===== config.mk =====
export PLATFORM = sky130hd
export DESIGN_NAME = sprite_write_arbiter
export DESIGN_NICKNAME = d
export VERILOG_FILES = /design/src/rtl/sprite_arb_pkg.sv /design/src/rtl/write_fifo.sv /design/src/rtl/sprite_write_arbiter.sv
export SDC_FILE = /design/constraint.sdc
export NUM_CORES = 1
export LEC_CHECK = 0
export ABC_AREA = 1
export CORE_UTILIZATION = 50
export CTS_CLUSTER_SIZE = 25
export DETAILED_ROUTE_END_ITERATION = 10
export GPL_TIMING_DRIVEN = 0
export PLACE_DENSITY = 0.77
export SKIP_LAST_GASP = 1
export SLEW_MARGIN = 20
export SYNTH_ARGS = -nofsm -noshare
export SYNTH_HDL_FRONTEND = slang
export SYNTH_HIERARCHICAL = 1
export SYNTH_SLANG_ARGS = --single-unit

===== constraint.sdc =====
create_clock -name clock -period 9.8 [get_ports clock]
set_input_delay 2.94 -clock clock [delete_from_list [all_inputs] [get_ports clock]]
set_output_delay 2.94 -clock clock [all_outputs]
set_load 0.02 [all_outputs]

===== src/rtl/sprite_arb_pkg.sv =====
// Shared defaults and priority-state encoding for the sprite write arbiter.
package sprite_arb_pkg;

  localparam int DEF_ADDR_W     = 16;
  localparam int DEF_DATA_W     = 16;
  localparam int DEF_FIFO_DEPTH = 4;

  typedef enum logic {
    PRI_CPU = 1'b0,
    PRI_LD  = 1'b1
  } pri_state_t;

endpackage


===== src/rtl/write_fifo.sv =====
// Small synchronous FIFO buffering fire-and-forget CPU writes; DEPTH must be a power of two.
module write_fifo #(
  parameter  int WIDTH = 32,
  parameter  int DEPTH = 4,
  localparam int PTR_W = $clog2(DEPTH),
  localparam int CNT_W = PTR_W + 1
) (
  input  logic             clock,
  input  logic             reset,
  input  logic             push,
  input  logic             pop,
  input  logic [WIDTH-1:0] wdata,
  output logic [WIDTH-1:0] rdata,
  output logic             full,
  output logic             empty,
  output logic [CNT_W-1:0] count
);

  localparam logic [PTR_W-1:0] PTR_ONE  = PTR_W'(1);
  localparam logic [CNT_W-1:0] CNT_ONE  = CNT_W'(1);
  localparam logic [CNT_W-1:0] CNT_FULL = CNT_W'(DEPTH);

  logic [WIDTH-1:0] mem [DEPTH];
  logic [PTR_W-1:0] wr_ptr;
  logic [PTR_W-1:0] rd_ptr;
  logic             do_push;
  logic             do_pop;

  assign full    = (count == CNT_FULL);
  assign empty   = (count == '0);
  assign do_pop  = pop && !empty;
  // A full FIFO still takes a write when the head leaves in the same cycle.
  assign do_push = push && (!full || do_pop);
  assign rdata   = mem[rd_ptr];

  always_ff @(posedge clock) begin
    if (reset) begin
      wr_ptr <= '0;
      rd_ptr <= '0;
      count  <= '0;
    end else begin
      if (do_push) wr_ptr <= wr_ptr + PTR_ONE;
      if (do_pop)  rd_ptr <= rd_ptr + PTR_ONE;
      case ({do_push, do_pop})
        2'b10:   count <= count + CNT_ONE;
        2'b01:   count <= count - CNT_ONE;
        default: count <= count;
      endcase
    end
  end

  always_ff @(posedge clock) begin
    if (do_push) mem[wr_ptr] <= wdata;
  end

endmodule


===== src/rtl/sprite_write_arbiter.sv =====
// Arbitrates buffered CPU writes against a loader stream into sprite RAM during blanking.
// Define SPRITE_ARB_OVF_COUNT_EN to add the saturating ovf_count port.
module sprite_write_arbiter
  import sprite_arb_pkg::*;
#(
  parameter int ADDR_W     = DEF_ADDR_W,
  parameter int DATA_W     = DEF_DATA_W,
  parameter int FIFO_DEPTH = DEF_FIFO_DEPTH
) (
  input  logic              clock,
  input  logic              reset,
  input  logic              cpu_write,
  input  logic [ADDR_W-1:0] cpu_addr,
  input  logic [DATA_W-1:0] cpu_data,
  output logic              cpu_full,
  input  logic              ld_valid,
  input  logic [ADDR_W-1:0] ld_addr,
  input  logic [DATA_W-1:0] ld_data,
  output logic              ld_ready,
  input  logic              blank,
  output logic              mem_we,
  output logic [ADDR_W-1:0] mem_addr,
  output logic [DATA_W-1:0] mem_data,
`ifdef SPRITE_ARB_OVF_COUNT_EN
  output logic [7:0]        ovf_count,
`endif
  output logic              overflow
);

  localparam int ENTRY_W = ADDR_W + DATA_W;
  localparam int CNT_W   = $clog2(FIFO_DEPTH) + 1;
  localparam logic [CNT_W-1:0] CNT_FULL = CNT_W'(FIFO_DEPTH);

  pri_state_t         state;
  pri_state_t         state_next;
  logic               push;
  logic               cpu_grant;
  logic               ld_grant;
  logic               drop;
  logic               fifo_full;
  logic               fifo_empty;
  logic [CNT_W-1:0]   fifo_count;
  logic [ENTRY_W-1:0] fifo_head;
  logic [ADDR_W-1:0]  head_addr;
  logic [DATA_W-1:0]  head_data;

  assign push      = cpu_write && !reset;
  assign drop      = push && fifo_full && !cpu_grant;
  assign cpu_full  = (fifo_count == CNT_FULL);
  assign head_addr = fifo_head[ENTRY_W-1:DATA_W];
  assign head_data = fifo_head[DATA_W-1:0];

  write_fifo #(
    .WIDTH (ENTRY_W),
    .DEPTH (FIFO_DEPTH)
  ) u_fifo (
    .clock (clock),
    .reset (reset),
    .push  (push),
    .pop   (cpu_grant),
    .wdata ({cpu_addr, cpu_data}),
    .rdata (fifo_head),
    .full  (fifo_full),
    .empty (fifo_empty),
    .count (fifo_count)
  );

  // ld_ready is the loader grant condition without ld_valid, so a handshake always means a grant.
  assign ld_ready = !reset && blank && (fifo_empty || state == PRI_LD);

  always_comb begin
    cpu_grant  = 1'b0;
    ld_grant   = 1'b0;
    state_next = state;
    if (!reset && blank) begin
      if (!fifo_empty && (!ld_valid || state == PRI_CPU)) begin
        cpu_grant  = 1'b1;
        state_next = PRI_LD;
      end else if (ld_valid) begin
        ld_grant   = 1'b1;
        state_next = PRI_CPU;
      end
    end
  end

  always_ff @(posedge clock) begin
    if (reset) state <= PRI_CPU;
    else       state <= state_next;
  end

  always_ff @(posedge clock) begin
    if (reset) begin
      mem_we   <= 1'b0;
      mem_addr <= '0;
      mem_data <= '0;
      overflow <= 1'b0;
    end else begin
      mem_we   <= cpu_grant || ld_grant;
      overflow <= drop;
      if (cpu_grant) begin
        mem_addr <= head_addr;
        mem_data <= head_data;
      end else if (ld_grant) begin
        mem_addr <= ld_addr;
        mem_data <= ld_data;
      end
    end
  end

`ifdef SPRITE_ARB_OVF_COUNT_EN
  always_ff @(posedge clock) begin
    if (reset) ovf_count <= '0;
    else if (drop && ovf_count != 8'hFF) ovf_count <= ovf_count + 8'd1;
  end
`endif

endmodule


==> run_results.csv, run 1 <==
group,metric,value,unit
cts,htreeDepth,4,
yosys,yosys.area.top_type,"edfxtp_1",
global_route,grt_pass1_vias,5424,
sta,finalCriticalPeriod,7.659,ns
setup_path,r2r_cells,12,
cts,post_cts_resized,0,
drt,route.vias.total,5523,
place,post-place-cells,991,
sta,slew_headroom,57.32,%
worst_hold_path,min_from,"mem_addr[7]$_SDFFE_PP0P_",
yosys,synth_commonest_cells,"128 x edfxtp_1, 117 x nand2_1, 91 x inv_1, 78 x nor2_1, 50 x nand3_1",
sta,slew_violations,0,
setup_path,worstSetupStartpointType,"input port",
setup_path,cp.required,6.86,ns
die,dieArea,14980,sq um
die,die_y,122.4,um
setup_path,r2r_start,"u_fifo/count[0]$_SDFFE_PP0P_",
setup_path,cp.arrival,4.72,ns
setup_path,worstSetupPathType,"input port to output pin",
die,design.core.area,13990,sq um
yosys,yosysMostFrequentCell,"edfxtp_1",
drt,wl_per_cell,16.93,um
yosys,synth.area.top_cells,"edfxtp_1 53%, dfxtp_1 12%, nand2_1 6.1%",
drt,drc,0,
die,start_util,51.82,%
setup_path,rrSetupSlack,6.99,ns
sta,hold_viol,0,
sta,final.setup_skew,0.005962,ns
drt,postRouteAntennaNets,0,
drt,drt_wl_total,17320,um
global_route,grt_use_total,24.36,%
cts,post_cts_buffers,0,
setup_path,r2r_end,"u_fifo/mem[3][31]$_DFFE_PP_",
run_status,status,"finished clean",
cts,cts_tree,"built",
sta,fin_hold_ws,0.4652,ns
yosys,avgSynthCellArea,10.31,sq um
place,dp_hpwl,11790,um
cells_and_area,n_antenna_cell,0,
yosys,ys_types,33,
cells_and_area,final_nets,904,
drt,avgViaCountPerCell,5.399,
global_route,gr-total-overflow,0,
cts,root_buffer,"clkbuf_16",
worst_hold_path,hold_depth,2,
cts,clock_sinks,172,
die,ios,105,
global_route,grt_pass1_wl,26770,um
drt,drt-initial-drc-count,463,
pwr,power,1.655,mW
cells_and_area,syn2layout_area_growth,27.36,%
pwr,power_density,179.2,nW/um^2
place,place_area,8656,sq um
yosys,synth-seq-cells,172,
cts,cts_made_buffers,17,
yosys,ys.warnings.count,6,
yosys,seq_area_frac_synth,65.17,%
setup_path,end_kind,"output pin",
global_route,grt_max_degree,21,
cells_and_area,drive_above_1_share,10.44,%
setup_path,cp_max_fo,8,
sta,rsz0062_at_grt,"no",
yosys,synth_edf_count,128,
yosys,syn_inst,703,
pwr,vdd_drop_max,0.0001252,V
sta,fin_tns_setup,0,ns
cts,clkTransAtPathRegs,0.06,ns
cells_and_area,fillers,1026,
yosys,netlist.area_leader.share,53.02,%
drt,drtPass1Iterations,5,
run,drv_cap,0,
pwr,p_leak,3.736,nW
sta,max_freq,0.1306,GHz
die,num_rows,43,
place,port_buffers,104,
sta,postLayoutSetupSlackWorst,2.141,ns
cells_and_area,final_cells,1023,
global_route,antenna_found_initial,0,
cts,cts.path.max_buffers,2,
place,globalplace.congestion,0.8037,
place,pre_cts_ws,2.137,ns
cells_and_area,stdcell_area,9233,sq um
cts,clk_latency,0.42,ns
worst_hold_path,hp-class,"register to register",
cts,hold_buffers,0,
yosys,synthFlopType,"edfxtp_1",
setup_path,crit_start,"reset",
yosys,ys_async_sr_fraction,0,%
yosys,synth_area,7249,sq um
setup_path,crit_end,"ld_ready",
sta,worst_pin_slew,0.6403,ns
die,die_x,122.4,um
sta,period_share,78.15,%
cells_and_area,final_util,66.00,%
sta,setup_viol,0,
yosys,syn-num-nets,777,
==> cell families (layout without fill, tap and decap cells) <==
| group | after synthesis | in the layout | synth area share, % |
|---|---|---|---|
| adders and majority gates | 5 | 5 | 0.9666 |
| buffers and inverters | 138 | 278 | 7.905 |
| AOI/OAI and AO/OA | 107 | 107 | 8.181 |
| and+or+nand+nor | 281 | 281 | 17.78 |
| DFF | 172 | 172 | 65.17 |
==> sequential cells by signal, indices dropped and copies added, names as in the netlist, named ones only <==
register,flops
mem_addr,16
mem_data,16
mem_we,1
overflow,1
state,1
u_fifo/count,3
u_fifo/mem,128
u_fifo/rd_ptr,2
u_fifo/wr_ptr,2
==> layer usage <==
layer / global-route usage (%) / up-vias / wire length (um)
met5: 0 / - / 0
met4: 9.756 / 0 / 243
met3: 5.112 / 23 / 1279
met2: 41.99 / 235 / 8717
met1: 29.75 / 2646 / 7083
li1: - / 2619 / -
==> critical path, cell delays in order <==
cell	delay, ns
clkdlybuf4s50_1	0.67
inv_2	0.26
nand2_2	0.10
nor2_1	0.13
clkdlybuf4s50_1	0.62
==> cell type report <==
class | instances | area [sq um] | area share [%]
Timing Repair Buffer | 108 | 1151 | 12.47
Clock inverter | 11 | 116.4 | 1.260
Tap cell | 180 | 225.2 | 2.439
Buffer | 35 | 183.9 | 1.992
Sequential cell | 172 | 4725 | 51.17
Multi-Input combinational cell | 393 | 1982 | 21.47
Inverter | 103 | 389.1 | 4.215
Clock buffer | 21 | 460.4 | 4.987
==> how the worst min path moves through the flow <==
stage                                          to  slack, ns
global route             mem_addr[6]$_SDFFE_PP0P_       0.49
finish                   mem_addr[7]$_SDFFE_PP0P_       0.47
CTS                      mem_addr[7]$_SDFFE_PP0P_       0.47
floorplan                                register       0.42
global placement    u_fifo/rd_ptr[1]$_SDFFE_PP0N_       0.44
detailed placement       mem_addr[7]$_SDFFE_PP0P_       0.46
==> power breakdown <==
part           switching, mW  internal, mW  total [mW]
Clock                  0.267         0.387       0.654
Sequential            0.0111         0.809       0.820
Combinational          0.103        0.0772       0.181
==> cells in the final DEF, fill, tap and decap left out, types with 7 or more instances in the layout <==
cell,instances
o21ai_1,26
edfxtp_1,128
nor2_4,7
clkbuf_16,17
dfxtp_1,44
nor2_1,74
o21ai_0,42
clkdlybuf4s50_1,104
inv_1,91
nand3_1,50
o22ai_1,32
buf_2,17
clkbuf_1,14
nand4_1,17
inv_2,11
nand2_1,117
(Power assumes the default switching activity.)
==> inputs of run 2 (changes only) <==
--- a/config.mk
+++ b/config.mk
@@ -6,11 +6,11 @@
 export NUM_CORES = 1
 export LEC_CHECK = 0
 export ABC_AREA = 1
-export CORE_UTILIZATION = 50
+export CORE_UTILIZATION = 49
 export CTS_CLUSTER_SIZE = 25
 export DETAILED_ROUTE_END_ITERATION = 10
 export GPL_TIMING_DRIVEN = 0
-export PLACE_DENSITY = 0.77
+export PLACE_DENSITY = 0.79
 export SKIP_LAST_GASP = 1
 export SLEW_MARGIN = 20
 export SYNTH_ARGS = -nofsm -noshare
==> constraint.sdc (replaced) <==
create_clock -name clock -period 6.3 [get_ports clock]
set_input_delay 1.89 -clock clock [delete_from_list [all_inputs] [get_ports clock]]
set_output_delay 1.89 -clock clock [all_outputs]
set_load 0.02 [all_outputs]
==> run_results.csv, run 2 (synthesized netlist as in run 1, its figures left out) <==
group,metric,value,unit
cells_and_area,final_util,63.94,%
drt,drc,0,
sta,period_share,87.78,%
pwr,p_leak,3.740,nW
place,port_buffers,104,
setup_path,worstSetupStartpointType,"input port",
pwr,vdd_drop_max,0.0001964,V
cells_and_area,mostFrequentLayoutCells,"128 x edfxtp_1, 117 x nand2_1, 104 x clkdlybuf4s50_1",
cells_and_area,final_nets,904,
setup_path,path_cells,"clkdlybuf4s50_1 -> inv_2 -> nand2_2 -> nor2_1 -> clkdlybuf4s50_1",
global_route,grt_pass1_vias,5041,
cts,cts_tree,"built",
global_route,grt_max_degree,21,
cts,clock_sinks,172,
cells_and_area,drive_above_1_share,10.56,%
cells_and_area,final_common_cell,"edfxtp_1",
die,design.core.area,14480,sq um
sta,setup_viol,0,
place,place_area,8661,sq um
run_status,status,"finished clean",
cells_and_area,stdcell_area,9258,sq um
setup_path,cpPeakStageDelay,0.68,ns
setup_path,end_kind,"output pin",
setup_path,cp.arrival,3.64,ns
sta,slew_violations,0,
cts,clk_latency,0.44,ns
sta,max_freq,0.1808,GHz
sta,slew_headroom,46.79,%
cts,post_cts_buffers,0,
cells_and_area,syn2layout_area_growth,27.70,%
place,dp_hpwl,10900,um
worst_hold_path,hp-class,"register to register",
cts,post_cts_resized,0,
sta,fin_tns_setup,0,ns
cts,root_buffer,"clkbuf_16",
sta,finalCriticalPeriod,5.530,ns
cts,cts_made_buffers,17,
die,ios,105,
setup_path,crit_path_top_delay_cell,"clkdlybuf4s50_1",
die,dieArea,15290,sq um
global_route,antenna_found_initial,0,
drt,drtPass1Iterations,5,
cts,hold_buffers,0,
cts,cts.path.max_buffers,2,
die,start_util,50.07,%
global_route,gr-total-overflow,0,
drt,drt_wl_total,16720,um
drt,wl_per_cell,16.28,um
die,die_y,123.6,um
cells_and_area,n_antenna_cell,0,
setup_path,cpMostUsedCell,"clkdlybuf4s50_1",
cells_and_area,largest_reg_flops,128,
place,post-place-cells,995,
sta,rsz0062_at_grt,"no",
setup_path,worstSetupPathType,"input port to output pin",
drt,drt-initial-drc-count,452,
cells_and_area,top_register,"u_fifo/mem",
sta,postLayoutSetupSlackWorst,0.7698,ns
cts,clkTransAtPathRegs,0.06,ns
place,globalplace.congestion,0.8045,
sta,final.setup_skew,0.009591,ns
die,die_x,123.6,um
sta,worst_pin_slew,0.7952,ns
run,drv_cap,0,
cells_and_area,final_cells,1027,
cts,htreeDepth,4,
pwr,power_density,282.1,nW/um^2
drt,route.vias.total,5320,
place,pre_cts_ws,0.7816,ns
setup_path,path_buf_inv,3,
global_route,grt_pass1_wl,25680,um
setup_path,cp.required,4.41,ns
cells_and_area,top_regs,"u_fifo/mem (128), mem_addr (16), mem_data (16)",
drt,avgViaCountPerCell,5.180,
setup_path,cp_max_fo,8,
sta,hold_viol,0,
drt,postRouteAntennaNets,0,
global_route,grt_use_total,23.25,%
die,num_rows,44,
setup_path,cp_top_family,"buffers and inverters",
run 2: report_power, final:
group	internal (mW)	switching, mW
sequential	1.26	0.0172
combinational	0.120	0.159
clock	0.634	0.423
total	2.01	0.599
run 2: final timing paths:
check | depth (start not counted) | startpoint | endpoint | slack [ns]
setup / recovery | 5 | reset | ld_ready | 0.77
hold / removal | 1 | u_fifo/rd_ptr[1]$_SDFFE_PP0N_ | u_fifo/rd_ptr[1]$_SDFFE_PP0N_ | 0.46
setup reg to reg | 12 | u_fifo/count[0]$_SDFFE_PP0P_ | u_fifo/mem[0][10]$_DFFE_PP_ | 3.48
hold reg to reg | 1 | u_fifo/rd_ptr[1]$_SDFFE_PP0N_ | u_fifo/rd_ptr[1]$_SDFFE_PP0N_ | 0.46
run 2: final cells by class:
type / count / area [sq um]
plain buffers: 35 / 183.9
clock buffers: 22 / 454.2
clock inverters: 10 / 142.6
fillers: 1119 / 5221
inverters: 103 / 389.1
multi-input cells: 393 / 1982
flip-flops and latches: 172 / 4725
well taps: 184 / 230.2
repair buffers: 108 / 1151
run 2: through the flow:
stage | hold WS (ns) | total power [mW]
after floorplan | 0.4181 | 1.441
after global placement | 0.4287 | 1.563
after detailed placement | 0.4376 | 1.575
after CTS | 0.4474 | 2.623
after global routing | 0.4715 | 2.700
final | 0.4564 | 2.611
run 2: metal layers:
layer	track usage (%)	up-vias	wire, um
li1	-	2623	-
met1	29.97	2451	7036
met2	36.46	213	7891
met3	6.502	33	1387
met4	10.77	0	408
met5	0	-	0
